<file path="config.mk">
export PLATFORM = sky130hd
export DESIGN_NAME = pmem_write_buffer_flat
export DESIGN_NICKNAME = d
export VERILOG_FILES = /design/src/rtl/pmem_write_buffer_if.sv /design/src/rtl/pmem_write_buffer.sv /design/src/flat_wrapper.sv
export SDC_FILE = /design/constraint.sdc
export NUM_CORES = 1
export LEC_CHECK = 0
export BUFFER_PORTS_ARGS = -buffer_cell sky130_fd_sc_hd__buf_2
export CORE_AREA = 2 2 216 218
export CTS_CLUSTER_DIAMETER = 200
export DETAILED_ROUTE_END_ITERATION = 8
export DIE_AREA = 0 0 218 220
export PLACE_DENSITY = 0.63
export RECOVER_POWER = 50
export SLEW_MARGIN = 20
export SYNTH_ARGS = -nofsm -noshare
export SYNTH_HDL_FRONTEND = slang
export SYNTH_SLANG_ARGS = --single-unit
</file>
<file path="constraint.sdc">
create_clock -name clk -period 5.5 [get_ports clk]
set_input_delay 1.1 -clock clk [delete_from_list [all_inputs] [get_ports clk]]
set_output_delay 1.1 -clock clk [all_outputs]
set_load 0.05 [all_outputs]
</file>
<file path="src/rtl/pmem_write_buffer_if.sv">
// Line-granular memory bus: one read/write request with a single-cycle
// response pulse. The requester uses the master modport, the responder
// uses the slave modport.
interface pmem_write_buffer_if;
    logic         read;
    logic         write;
    logic [15:0]  address;
    logic [127:0] wdata;
    logic [127:0] rdata;
    logic         resp;

    modport master (
        output read,
        output write,
        output address,
        output wdata,
        input  rdata,
        input  resp
    );

    modport slave (
        input  read,
        input  write,
        input  address,
        input  wdata,
        output rdata,
        output resp
    );
endinterface

</file>
<file path="src/rtl/pmem_write_buffer.sv">
// Single-entry write-back buffer between the cache's line port (cmem) and
// physical memory (pmem). Evictions are absorbed in one cycle, drained when
// the memory port is otherwise idle, and reads that hit the buffered line are
// forwarded from the buffer instead of going to memory.
module pmem_write_buffer (
    input  logic                        clk,
    input  logic                        rst_n,
    pmem_write_buffer_if.slave          cmem,
    pmem_write_buffer_if.master         pmem,
    output logic                        buf_valid
);

    typedef enum logic [2:0] {
        IDLE    = 3'd0,
        RD_PMEM = 3'd1,
        RD_DONE = 3'd2,
        WR_DONE = 3'd3,
        DRAIN   = 3'd4
    } state_t;

    state_t        state_reg;

    // Buffered line and the latch that feeds cmem read data.
    logic [11:0]   buf_tag_reg;
    logic [127:0]  buf_data_reg;
    logic          buf_valid_reg;
    logic [127:0]  rd_data_reg;

    // Registered bus outputs; all of them clear asynchronously on reset.
    logic          cmem_resp_reg;
    logic          pmem_read_reg;
    logic          pmem_write_reg;
    logic [15:0]   pmem_address_reg;
    logic [127:0]  pmem_wdata_reg;

    // Request decode.
    logic [15:0]   line_address;
    logic          hit;

    // Line-aligned form of the cache address; also what a miss sends to pmem.
    assign line_address = cmem.address & 16'hFFF0;

    // A read or write targets the buffered line.
    assign hit = buf_valid_reg && (line_address[15:4] == buf_tag_reg);

    // Outputs come straight from registers so they drop the instant reset asserts.
    assign cmem.rdata    = rd_data_reg;
    assign cmem.resp     = cmem_resp_reg;
    assign pmem.read     = pmem_read_reg;
    assign pmem.write    = pmem_write_reg;
    assign pmem.address  = pmem_address_reg;
    assign pmem.wdata    = pmem_wdata_reg;
    assign buf_valid     = buf_valid_reg;

    // Controller: state, buffer storage and registered outputs in one block.
    // Outputs are loaded on the transition into the state that owns them and
    // cleared on the transition out, so they are exactly aligned with the state.
    always_ff @(posedge clk or negedge rst_n) begin
        if (!rst_n) begin
            state_reg        <= IDLE;
            buf_tag_reg      <= '0;
            buf_data_reg     <= '0;
            buf_valid_reg    <= 1'b0;
            rd_data_reg      <= '0;
            cmem_resp_reg    <= 1'b0;
            pmem_read_reg    <= 1'b0;
            pmem_write_reg   <= 1'b0;
            pmem_address_reg <= '0;
            pmem_wdata_reg   <= '0;
        end else begin
            case (state_reg)
                IDLE: begin
                    if (cmem.read && hit) begin
                        // Forward the buffered line; memory is not touched.
                        rd_data_reg   <= buf_data_reg;
                        cmem_resp_reg <= 1'b1;
                        state_reg     <= RD_DONE;
                    end else if (cmem.read) begin
                        // Miss: fetch the line from memory. Read wins over a
                        // simultaneous write and over a pending drain.
                        pmem_read_reg    <= 1'b1;
                        pmem_address_reg <= line_address;
                        state_reg        <= RD_PMEM;
                    end else if (cmem.write && (!buf_valid_reg || hit)) begin
                        // Capture into an empty buffer, or coalesce onto the
                        // buffered line when the tags match.
                        buf_tag_reg   <= line_address[15:4];
                        buf_data_reg  <= cmem.wdata;
                        buf_valid_reg <= 1'b1;
                        cmem_resp_reg <= 1'b1;
                        state_reg     <= WR_DONE;
                    end else if (buf_valid_reg) begin
                        // Either a conflicting write needs the slot, or the
                        // port is idle: push the buffered line out. A waiting
                        // write is re-evaluated here once the drain completes.
                        pmem_write_reg   <= 1'b1;
                        pmem_address_reg <= {buf_tag_reg, 4'h0};
                        pmem_wdata_reg   <= buf_data_reg;
                        state_reg        <= DRAIN;
                    end else begin
                        state_reg <= IDLE;
                    end
                end

                RD_PMEM: begin
                    if (pmem.resp) begin
                        rd_data_reg      <= pmem.rdata;
                        pmem_read_reg    <= 1'b0;
                        pmem_address_reg <= '0;
                        cmem_resp_reg    <= 1'b1;
                        state_reg        <= RD_DONE;
                    end
                end

                RD_DONE, WR_DONE: begin
                    // One-cycle response; requests are not sampled here so a
                    // request still held this cycle is not accepted twice.
                    cmem_resp_reg <= 1'b0;
                    state_reg     <= IDLE;
                end

                DRAIN: begin
                    // Runs to completion; new requests wait until IDLE.
                    if (pmem.resp) begin
                        buf_valid_reg    <= 1'b0;
                        pmem_write_reg   <= 1'b0;
                        pmem_address_reg <= '0;
                        pmem_wdata_reg   <= '0;
                        state_reg        <= IDLE;
                    end
                end

                default: begin
                    cmem_resp_reg    <= 1'b0;
                    pmem_read_reg    <= 1'b0;
                    pmem_write_reg   <= 1'b0;
                    pmem_address_reg <= '0;
                    pmem_wdata_reg   <= '0;
                    state_reg        <= IDLE;
                end
            endcase
        end
    end

endmodule

</file>
<file path="src/flat_wrapper.sv">
// flat-port wrapper written by rule: the top's interface ports become plain ports
module pmem_write_buffer_flat 
  (clk, rst_n, buf_valid, cmem_read, cmem_write, cmem_address, cmem_wdata, cmem_rdata, cmem_resp, pmem_read, pmem_write, pmem_address, pmem_wdata, pmem_rdata, pmem_resp);
  pmem_write_buffer_if cmem_i ();
  pmem_write_buffer_if pmem_i ();
  input  logic clk;
  input  logic rst_n;
  output logic buf_valid;
  input wire logic [$bits(cmem_i.read)-1:0] cmem_read;
  input wire logic [$bits(cmem_i.write)-1:0] cmem_write;
  input wire logic [$bits(cmem_i.address)-1:0] cmem_address;
  input wire logic [$bits(cmem_i.wdata)-1:0] cmem_wdata;
  output wire logic [$bits(cmem_i.rdata)-1:0] cmem_rdata;
  output wire logic [$bits(cmem_i.resp)-1:0] cmem_resp;
  output wire logic [$bits(pmem_i.read)-1:0] pmem_read;
  output wire logic [$bits(pmem_i.write)-1:0] pmem_write;
  output wire logic [$bits(pmem_i.address)-1:0] pmem_address;
  output wire logic [$bits(pmem_i.wdata)-1:0] pmem_wdata;
  input wire logic [$bits(pmem_i.rdata)-1:0] pmem_rdata;
  input wire logic [$bits(pmem_i.resp)-1:0] pmem_resp;
  assign cmem_i.read = cmem_read;
  assign cmem_i.write = cmem_write;
  assign cmem_i.address = cmem_address;
  assign cmem_i.wdata = cmem_wdata;
  assign cmem_rdata = cmem_i.rdata;
  assign cmem_resp = cmem_i.resp;
  assign pmem_read = pmem_i.read;
  assign pmem_write = pmem_i.write;
  assign pmem_address = pmem_i.address;
  assign pmem_wdata = pmem_i.wdata;
  assign pmem_i.rdata = pmem_rdata;
  assign pmem_i.resp = pmem_resp;
  pmem_write_buffer u_core (.clk(clk), .rst_n(rst_n), .cmem(cmem_i), .pmem(pmem_i), .buf_valid(buf_valid));
endmodule
</file>
Word-level counts from Yosys, hierarchy flattened
Index checks and enable logic that the tools add are counted.
{"block": "totals", "word_cells": 93, "ramBits": 0, "latchBits": 0, "rom_bits": 0, "inputBits": 277, "memories": 0, "ff_bits": 419}
{"block": "op_classes", "bitwise": 6, "div_mod_pow": 0, "n_reduce_logical": 20, "n_mul": 0, "mux": 38, "n_addsub": 0, "order_cmp": 0, "n_eq_ne": 19, "shift": 0}
{"op": "$mux W128", "count": 7}
{"op": "$pmux W128 S3", "count": 1}
{"op": "$pmux W128 S2", "count": 1}
{"op": "$mux W16", "count": 5}
{"op": "$pmux W16 S3", "count": 1}
{"op": "$mux W3", "count": 6}
{"op": "$eq A12 B12 Y1", "count": 1}
{"op": "$mux W1", "count": 12}
{"op": "$ne A2 B2 Y1 const B", "count": 6}
{"op": "$reduce_and A4 Y1", "count": 3}
{"op": "$reduce_and A5 Y1", "count": 2}
{"op": "$pmux W1 S3", "count": 3}
{"op": "$pmux W3 S3", "count": 1}
{"op": "$ne A2 B1 Y1 const B", "count": 4}
{"op": "$eq A3 B2 Y1 const B", "count": 2}
{"op": "$ne A3 B2 Y1 const B", "count": 2}
{"op": "$not A1 Y1", "count": 6}
{"op": "$reduce_and A6 Y1", "count": 1}
{"op": "$reduce_or A3 Y1", "count": 2}
{"op": "$reduce_bool A2 Y1", "count": 2}
{"op": "$reduce_or A2 Y1", "count": 2}
{"op": "$eq A3 B1 Y1 const B", "count": 1}
{"op": "$eq A3 B3 Y1 const B", "count": 1}
{"op": "$logic_and A1 B1 Y1", "count": 3}
{"op": "8 further kinds", "count": 8}

Longest topological paths before layout
Gate-level depths: netlist of run 1.
{"block": "depth", "word_depth": 8, "depth_mapped": 8}

Worst setup path after synthesis of run 1
No wires, ideal clock.
{"block": "synth_timing", "path_kind": "input to register", "start": "input cmem_address[13]", "end": "register u_core.rd_data_reg[100] (netlist: u_core.cmem.rdata[100])", "path_buffers": 2, "t_arrival_ps": 3004, "setup_ps": 125, "required_time_ps": 5375, "cell_stages": 7, "slack_ps": 2371, "cell_sequence": "xor2_1 -> nor4_2 -> nand4_2 -> a2111oi_4 -> buf_12 -> buf_12 -> mux2_4"}
{"block": "synth_between", "elab_chain_len": 5}
{"element": "from (decl)", "line_no": "flat_wrapper.sv:11", "text": "input wire logic [$bits(cmem_i.address)-1:0] cmem_address;"}
{"element": "$eq A12 B12 Y1", "line_no": "pmem_write_buffer.sv:44", "text": "assign hit = buf_valid_reg && (line_address[15:4] == buf_tag_reg);"}
{"element": "$logic_and A1 B1 Y1", "line_no": "pmem_write_buffer.sv:44"}
{"element": "$logic_and A1 B1 Y1", "line_no": "pmem_write_buffer.sv:73", "text": "if (cmem.read && hit) begin"}
{"element": "$ne A2 B1 Y1 (no source line)"}
{"element": "$reduce_and A3 Y1 (no source line)"}
{"element": "to (signal assigned)", "line_no": "pmem_write_buffer.sv:75", "text": "rd_data_reg <= buf_data_reg;"}
{"element": "to (signal assigned)", "line_no": "pmem_write_buffer.sv:107", "text": "rd_data_reg <= pmem.rdata;"}
{"element": "to (decl)", "line_no": "pmem_write_buffer.sv:27", "text": "logic [127:0] rd_data_reg;"}
Every way passes these cells.
A chain may end at the register's enable or synchronous reset.

Final worst setup path of run 1
{"block": "layout_timing", "start": "input cmem_read", "end": "register u_core.rd_data_reg[5] (netlist: u_core.cmem.rdata[5])"}
{"block": "layout_between", "elab_chain_len": 3}
{"element": "from (decl)", "line_no": "flat_wrapper.sv:9", "text": "input wire logic [$bits(cmem_i.read)-1:0] cmem_read;"}
{"element": "$logic_and A1 B1 Y1", "line_no": "pmem_write_buffer.sv:73"}
{"element": "$ne A2 B1 Y1 (no source line)"}
{"element": "$reduce_and A3 Y1 (no source line)"}
Every way passes these cells.

==> results of run 1 <==
-- power groups by stage --
stage | Clock, mW | Combinational [mW] | Sequential, mW
after floorplan | 0 | 3.85 | 8.04
after global placement | 0 | 8.36 | 5.18
after detailed placement | 0 | 8.47 | 5.23
after CTS | 3.08 | 8.49 | 5.20
after global routing | 3.20 | 8.71 | 5.38
final | 2.98 | 8.30 | 5.22
-- worst paths after layout --
check	to	slack, ns	cells after the start
worst max register to register	u_core.pmem.wdata[21]	1.95	5
worst min-delay path	u_core.pmem.wdata[63]	0.49	1
min in group asynchronous	u_core.pmem.address[10]	1.51	1
worst min register to register	u_core.pmem.wdata[63]	0.49	1
worst max-delay path	u_core.cmem.rdata[5]	1.90	7
max in group asynchronous	u_core.buf_data_reg[46]	2.12	2
-- per-layer routing --
| metal | wire [um] | track usage |
|---|---|---|
| met1 | 19940 | 0.2502 |
| met2 | 23290 | 0.3104 |
| met4 | 1597 | 0.08118 |
| met3 | 4252 | 0.06694 |
| met5 | 72 | 0 |
-- area by class of cell --
class	count	share of cell area
flip-flops and latches	415	0.4687
multi-input cells	626	0.3049
repair buffers	560	0.1247
clock buffers	70	0.06240
well taps	607	0.03428
clock inverters	6	0.002993
diodes	10	0.001129
inverters	5	0.0008471
-- cell usage in the layout (no fill, tap or decap), drive strengths merged, types with 3 or more instances in the layout --
| master | Yosys | routed |
|---|---|---|
| diode | 0 | 10 |
| conb | 1 | 4 |
| mux2 | 408 | 408 |
| clkbuf | 31 | 205 |
| a21oi | 3 | 3 |
| clkinv | 0 | 4 |
| and2 | 4 | 4 |
| a22o | 128 | 128 |
| xor2 | 12 | 12 |
| nor3 | 5 | 5 |
| dfrtp | 415 | 415 |
| buf | 53 | 425 |
| nor2 | 16 | 16 |
| o21bai | 3 | 3 |
| nor4 | 3 | 3 |
| inv | 5 | 6 |
| nand2 | 4 | 4 |
| mux2i | 12 | 12 |
| o21ai | 3 | 3 |
-- cell families after synthesis --
| kind of cell | share of synthesized area |
|---|---|
| multiplexers | 0.2854 |
| flip-flops | 0.5823 |
| AO/OA/AOI/OAI | 0.07190 |
| buffers and inverters | 0.04076 |
| AND/OR/NAND/NOR | 0.01361 |
| XOR/XNOR | 0.005893 |
| other | 0.0002103 |
-- critical path: cells and delay by family --
kind / cells / cell delay (ns)
compound gates: 1 / 0.58
simple gates: 2 / 0.39
mux: 1 / 0.40
buf+inv: 3 / 1.36
==> summary.md, run 1 <==
| Metric | Value |
|---|---|
| Status | `finished, violations left` |
| Violated checks | `max-capacitance violations, max-slew violations` |
| Core region area | `0.04586 mm2` |
| Netlist cell types | `43` |
| Switch share | `0.4482` |
| Pwr/cell area | `744.8 mW/mm2` |
| Rel. slew slack | `-1.038` |
| Clock buffer depth | `3` |
| Max-cap violation count | `1` |
| Least-Margin Pin Slew | `3.057 ns` |
| Max incr delay on CP | `0.86 ns` |
| Initial drt markers | `762` |
| Detail Placement HPWL | `33.04 mm` |
| Slew Viols, Final | `114` |
| Synth top cells by count | `dfrtp_1 (415), mux2_2 (305), a22o_1 (128)` |
| Worst-path clk slew | `0.06 ns` |
| Clk_lat worst skew | `0.57 ns` |
| Yosys warnings | `0` |
| Util after Layout | `0.4831` |
| DRT antenna net count | `0` |
| Final WL | `49.15 mm` |
| First-pass GRT wire length | `73.60 mm` |
| Drt via density | `5.125` |
| Part of the Yosys area used for sequential elements | `0.5823` |
| Sequential Power Share | `0.316` |
| Worst Path Max Fanout | `70` |
| Synthesized area | `0.01784 mm2` |
| Setup violations, final | `0` |
| FF+latch area | `0.01039 mm2` |
| Setup TNS | `0 ns` |
| Syn_area_per_cell | `15.83 um2` |
| Std cell rows | `79` |
| Setup repair after global routing missed its margin | `no` |
| Post-cts repair resize count | `0` |
| Peak supply drop | `465.7 uV` |
| Non-Filler Instances | `2,299` |
| WP data required | `5.96 ns` |
| Num CTS Buffers | `46` |
| Initial Utilization | `0.3889` |
| Vias in the first global route | `12,170` |
| H-tree depth | `2` |
| Max Freq | `0.2780 GHz` |
| Critical R2R Launch | `u_core.state_reg[1]` |
| TritonCTS clock tree | `built` |
| DRC viols | `0` |
| Clk sink count | `415` |
| TritonRoute pass-1 iters | `5` |
| Skew final | `0.02057 ns` |
| Io pins | `553` |
| CTS Root Cell | `clkbuf_16` |
| Yosys top cell by area | `dfrtp_1` |
| Part of the power in combinational logic | `0.503` |
| WL/cell | `21.38 um` |
| Layout cell share with drive strength beyond 1 | `0.5386` |
| Net switching power | `7.396 mW` |
| Post-Syn Instances | `1,127` |
| Dpl cell area | `0.02087 mm2` |
| Fin nets | `1,931` |
| Synth Register Bits | `415` |
| Postcts setup bufs | `0` |
| Critical path capture point type | `register` |
| DIE AREA | `0.04796 mm2` |
| CP Class | `in2reg` |
| Cell Chain, Critical Path | `clkbuf_1, nand2_1, inv_1, nand4_1, a2111oi_4, buf_12, mux2_2` |
| CP startpoint kind | `input port` |
| Die Y | `220 um` |
| Post-synth top area share | `0.5823` |
| Ys async rst share | `1.000` |
| DR vias | `11,780` |
| Worst hold path startpoint | `u_core.pmem.wdata[63]` |
| # port buffers | `544` |
| Crit-path slowest cell | `clkbuf_1` |
| LEAKAGE | `10.97 nW` |
| Design Power | `16.50 mW` |
| CP arrival | `4.05 ns` |
| Initial antenna violation count | `17` |
| Setup ws final | `1.903 ns` |
| Area growth from synthesis to layout | `24.22%` |
| Part of the cycle the worst path needs | `0.6540` |
| Multi-input logic area | `0.006756 mm2` |
| Most frequent cell after synthesis | `dfrtp_1` |
| Hold_buf cts | `0` |
| Placed cell count | `2,213` |
| Min-Delay Path Class | `reg2reg` |
| Filler cells | `4,226` |
| Post-synth EDFFs | `0` |
| GRT overflow | `0` |
| DP Worst Slack | `1.660 ns` |
| WHS | `0.4933 ns` |
| Die width | `218 um` |
| Top cells by area, synth | `dfrtp_1 (58%), mux2_2 (19%), mux2_4 (8.4%)` |
| CP startpoint | `cmem_read` |
| Largest net degree at the start of global routing | `130` |
| Most used DFF post-synth | `dfrtp_1` |
| Clk pwr share | `0.181` |
| Internal Dissipation | `9.106 mW` |
| Final hold violations | `0` |
| Final instance area | `0.02216 mm2` |
| All-layer global routing usage | `0.1977` |
| Crit path time final | `3.597 ns` |
| Gpl congestion | `0.8217` |
Note: power is estimated with default switching activity, not from simulation.
==> run 2, diff against run 1 <==
==> constraint.sdc (replaced) <==
create_clock -name clk -period 3.7 [get_ports clk]
set_input_delay 0.74 -clock clk [delete_from_list [all_inputs] [get_ports clk]]
set_output_delay 0.74 -clock clk [all_outputs]
set_load 0.05 [all_outputs]
==> summary.md, run 2 (synthesized netlist as in run 1, its figures left out) <==
| Metric | Value |
|---|---|
| Core region area | `0.04586 mm2` |
| CTS Root Cell | `clkbuf_16` |
| Slew Viols, Final | `70` |
| Initial drt markers | `623` |
| Sequential Power Share | `0.314` |
| Postcts setup bufs | `0` |
| Grt met1 use | `0.2470` |
| Max Freq | `0.3086 GHz` |
| Worst Setup EP | `u_core.cmem.rdata[63]` |
| Fin nets | `1,954` |
| DRC viols | `0` |
| First-pass GRT wire length | `73.75 mm` |
| Final WL | `49.25 mm` |
| Peak supply drop | `646.5 uV` |
| Most common cell after layout, fill and taps aside | `dfrtp_1` |
| Min-Delay Path Class | `in2reg` |
| Initial antenna violation count | `13` |
| TritonRoute pass-1 iters | `5` |
| Setup ws final | `0.4594 ns` |
| CP startpoint kind | `register` |
| Largest net degree at the start of global routing | `79` |
| WL/cell | `21.24 um` |
| Design Power | `24.78 mW` |
| DR vias | `11,770` |
| Net switching power | `11.02 mW` |
| Io pins | `553` |
| Gpl congestion | `0.8278` |
| Post-cts repair resize count | `0` |
| Final hold violations | `0` |
| Rel. slew slack | `-0.3402` |
| Non-Filler Instances | `2,319` |
| Status | `finished, violations left` |
| CP startpoint | `u_core.buf_tag_reg[0]` |
| CP arrival | `3.68 ns` |
| End of the worst register-to-register path | `u_core.cmem.rdata[63]` |
| Internal Dissipation | `13.76 mW` |
| DIE AREA | `0.04796 mm2` |
| Skew final | `0.01386 ns` |
| Setup TNS | `0 ns` |
| Crit path time final | `3.241 ns` |
| All-layer global routing usage | `0.1987` |
| Layout cell share with drive strength beyond 1 | `0.5440` |
| Hold_buf cts | `0` |
| Die width | `218 um` |
| Area growth from synthesis to layout | `25.53%` |
| M2 GR Usage | `0.3269` |
| GRT overflow | `0` |
| Critical R2R Launch | `u_core.buf_tag_reg[0]` |
| Part of the cycle the worst path needs | `0.8758` |
| Setup violations, final | `0` |
| Most frequent cells in the layout | `dfrtp_1 (415), buf_2 (409), mux2_2 (305)` |
| Placed cell count | `2,237` |
| DRT antenna net count | `0` |
| Clk_lat worst skew | `0.56 ns` |
| Die Y | `220 um` |
| Initial Utilization | `0.3889` |
| Detail Placement HPWL | `34.23 mm` |
| LEAKAGE | `11.11 nW` |
| Met3 Use GR | `0.05783` |
| H-tree depth | `2` |
| Drt via density | `5.075` |
| Switch share | `0.4449` |
| Clock buffer depth | `3` |
| Vias in the first global route | `12,430` |
| WP data required | `4.14 ns` |
| Violated checks | `max-capacitance violations, max-slew violations` |
| CP Class | `reg2reg` |
| Filler cells | `4,142` |
| Critical path capture point type | `register` |
| Clk pwr share | `0.178` |
| TritonCTS clock tree | `built` |
| DP Worst Slack | `0.3628 ns` |
| Clk sink count | `415` |
| Pwr/cell area | `1107 mW/mm2` |
| # port buffers | `544` |
| Max-cap violation count | `1` |
| Worst Path Max Fanout | `23` |
| GR peak layer | `met2` |
| Num CTS Buffers | `45` |
| R2R depth | `7` |
| Least-Margin Pin Slew | `2.010 ns` |
| Setup repair after global routing missed its margin | `no` |
| Worst-path clk slew | `0.06 ns` |
| Part of the power in combinational logic | `0.509` |
| Flop2flop setup slack | `0.46 ns` |
| Std cell rows | `79` |
==> run 2: changes by cell type in the layout (fill, tap and decap cells not counted), sizes merged <==
| cell | before | now |
|---|---|---|
| clkinv | 4 | 7 |
| diode | 10 | 8 |
| buf | 425 | 443 |
| bufinv | 1 | 2 |
==> run 2: how the worst min path moves through the flow <==
stage | startpoint | endpoint | cells past startpoint
floorplan | rst_n | u_core.buf_data_reg[0] | 0
global placement | u_core.cmem.rdata[119] | u_core.cmem.rdata[119] | 1
detailed placement | u_core.cmem.rdata[119] | u_core.cmem.rdata[119] | 1
CTS | rst_n | u_core.pmem.address[9] | 1
global route | cmem_wdata[24] | u_core.buf_data_reg[24] | 2
finish | cmem_wdata[106] | u_core.buf_data_reg[106] | 2
==> run 2: routing by layer <==
layer  routed length [um]  vias up
li1                     -     5217
met1                19810     6033
met2                24240      415
met3                 3762       95
met4                 1373       10
met5                   58        -
==> run 2: critical path, stage by stage, from the launching register on <==
cell	delay, ns
dfrtp_1	0.40
xor2_1	0.17
nor4_1	0.79
nand4_2	0.29
a2111oi_4	0.57
buf_12	0.28
buf_12	0.25
mux2_4	0.32
==> run 2: layout make-up <==
cell class                      instances  area [um2]  area share
Antenna cell                            8       20.02   0.0008942
Clock buffer                           64        1330     0.05941
Clock inverter                         10       103.9    0.004638
Inverter                                5       18.77   0.0008383
Multi-Input combinational cell        626        6756      0.3018
Sequential cell                       415       10390      0.4638
Tap cell                              607       759.5     0.03392
Timing Repair Buffer                  584        3015      0.1347
==> run 2: power by group through the flow <==
stage	clock network (mW)	registers [mW]	logic [mW]
floorplan	0	11.9	5.72
global placement	0	7.70	12.7
detailed placement	0	7.78	12.9
CTS	4.51	7.75	12.9
global route	4.69	8.02	13.2
finish	4.40	7.78	12.6
==> run 2: metrics by stage <==
stage / hold WS (ns) / util / area, um2
floorplan: 0.4444 / - / 17850
global placement: 0.4663 / 0.4613 / 21160
detailed placement: 0.4743 / 0.4613 / 21160
CTS: 0.1597 / 0.4926 / 22590
global route: 0.3787 / 0.4881 / 22390
finish: 0.4066 / 0.4882 / 22390
==> run 3, diff against run 2 <==
==> constraint.sdc (replaced) <==
create_clock -name clk -period 3.3 [get_ports clk]
set_input_delay 0.66 -clock clk [delete_from_list [all_inputs] [get_ports clk]]
set_output_delay 0.66 -clock clk [all_outputs]
set_load 0.05 [all_outputs]
==> summary.md, run 3 (synthesized netlist as in run 1, its figures left out) <==
| Metric | Value |
|---|---|
| DRT antenna net count | `0` |
| Placed cell count | `2,230` |
| Final hold violations | `0` |
| Status | `finished, violations left` |
| Max Freq | `0.3408 GHz` |
| Hold path endpoint | `u_core.buf_data_reg[127]` |
| Pwr/cell area | `1253 mW/mm2` |
| TritonCTS clock tree | `built` |
| GRT overflow | `0` |
| Least-Margin Pin Slew | `2.076 ns` |
| Worst Path Max Fanout | `58` |
| Cell Chain, Critical Path | `xor2_1, nor4_2, nand4_2, a2111oi_4, buf_12, mux2_4` |
| Most frequent cells in the layout | `dfrtp_1 (415), buf_2 (409), mux2_2 (305)` |
| Io pins | `553` |
| Hold path cells | `2` |
| Layout cell share with drive strength beyond 1 | `0.5445` |
| WHS | `0.3253 ns` |
| Area growth from synthesis to layout | `26.66%` |
| Critical path capture point type | `register` |
| Fin nets | `1,948` |
| Flop2flop setup slack | `0.37 ns` |
| Skew final | `0.01159 ns` |
| Crit path time final | `2.934 ns` |
| Postcts setup bufs | `0` |
| Rel. slew slack | `-0.3839` |
| Worst-path clk slew | `0.06 ns` |
| Clock buffer depth | `3` |
| Part of the cycle the worst path needs | `0.8891` |
| LEAKAGE | `11.16 nW` |
| Crit-path slowest cell | `a2111oi_4` |
| Clk sink count | `415` |
| Non-Filler Instances | `2,325` |
| Critical R2R Launch | `u_core.buf_tag_reg[0]` |
| Setup repair after global routing missed its margin | `no` |
| Hold_buf cts | `0` |
| CP Class | `reg2reg` |
| Initial antenna violation count | `11` |
| Core region area | `0.04586 mm2` |
| Max-cap violation count | `1` |
| Std cell rows | `79` |
| Die Y | `220 um` |
| R2R depth | `6` |
| DRC viols | `0` |
| First-pass GRT wire length | `74.75 mm` |
| Drt via density | `5.085` |
| Clk_lat worst skew | `0.56 ns` |
| CP arrival | `3.37 ns` |
| Most common cell after layout, fill and taps aside | `dfrtp_1` |
| Final instance area | `0.02259 mm2` |
| Post-cts repair resize count | `0` |
| CP startpoint kind | `register` |
| WL/cell | `21.26 um` |
| Min-Delay Path Class | `in2reg` |
| Worst hold path startpoint | `cmem_wdata[127]` |
| CTS Root Cell | `clkbuf_16` |
| Peak supply drop | `639.7 uV` |
| Violated checks | `max-capacitance violations, max-slew violations` |
| DR vias | `11,820` |
| Max incr delay on CP | `0.55 ns` |
| Util after Layout | `0.4926` |
| Die width | `218 um` |
| TritonRoute pass-1 iters | `5` |
| CP startpoint | `u_core.buf_tag_reg[0]` |
| DP Worst Slack | `-0.005128 ns` |
| Dpl cell area | `0.02114 mm2` |
| Final WL | `49.44 mm` |
| Detail Placement HPWL | `33.98 mm` |
| Gpl congestion | `0.8373` |
| Setup ws final | `0.3661 ns` |
| Setup violations, final | `0` |
| Setup TNS | `0 ns` |
| Initial drt markers | `612` |
| Num CTS Buffers | `46` |
| All-layer global routing usage | `0.2006` |
| DIE AREA | `0.04796 mm2` |
| H-tree depth | `2` |
| End of the worst register-to-register path | `u_core.cmem.rdata[66]` |
| Design Power | `28.31 mW` |
| # port buffers | `544` |
| Initial Utilization | `0.3889` |
| Vias in the first global route | `12,490` |
| Slew Viols, Final | `71` |
| WP data required | `3.74 ns` |
| Largest net degree at the start of global routing | `93` |
## run 3: cell count changes in the layout (fill, tap and decap cells not counted)
cell / delta
buf_12: +3
nor4_2: +1
bufinv_16: +6
clkinv_4: +1
nor4_1: -1
buf_4: -14
clkbuf_1: +1
clkbuf_4: -1
inv_6: +2
diode_2: +4
clkinvlp_4: +3
clkinv_2: -2
clkbuf_2: +3
## run 3: metal layers
metal  vias to the layer above  share of wire  GRT usage  wire length (um)
met4                         6          0.024    0.06780              1174
met3                        87          0.079    0.06211              3905
met5                         -        0.00083          0                41
li1                       5217              -          -                 -
met1                      6107           0.40     0.2497             19910
met2                       405           0.49     0.3312             24410
## run 3: area by class of cell
class                   count  area [um2]
multi-input cells         626        6763
flip-flops and latches    415       10390
clock inverters            20       322.8
repair buffers            577        2985
inverters                   5       18.77
diodes                     12       30.03
fillers                  4066       23270
clock buffers              63        1326
well taps                 607       759.5
## run 3: worst max-delay path by stage
stage	end	cells after the start	slack, ns
2_1_floorplan	u_core.cmem.rdata[100]	7	0.61
3_3_place_gp	u_core.cmem.rdata[82]	8	0.08
3_5_place_dp	u_core.cmem.rdata[84]	8	-0.005
4_1_cts	u_core.cmem.rdata[15]	7	0.36
5_1_grt	u_core.pmem.wdata[74]	2	0.16
6_report	u_core.cmem.rdata[66]	6	0.37
## run 3: worst max-delay path: cells and delay by family (launching register included)
kind                   cells  cell delay, ns
AO/OA/AOI/OAI              1            0.55
XOR/XNOR                   1            0.17
buffers and inverters      1            0.39
flip-flops                 1            0.40
multiplexers               1            0.35
AND/OR/NAND/NOR            2            0.79
## run 3: power by group
group | leakage (nW) | internal, mW | total, mW | switching (mW)
Combinational | 4.99 | 5.11 | 14.0 | 8.89
Clock | 0.803 | 3.44 | 5.58 | 2.14
Sequential | 5.37 | 7.28 | 8.72 | 1.44
Total | 11.2 | 15.8 | 28.3 | 12.5
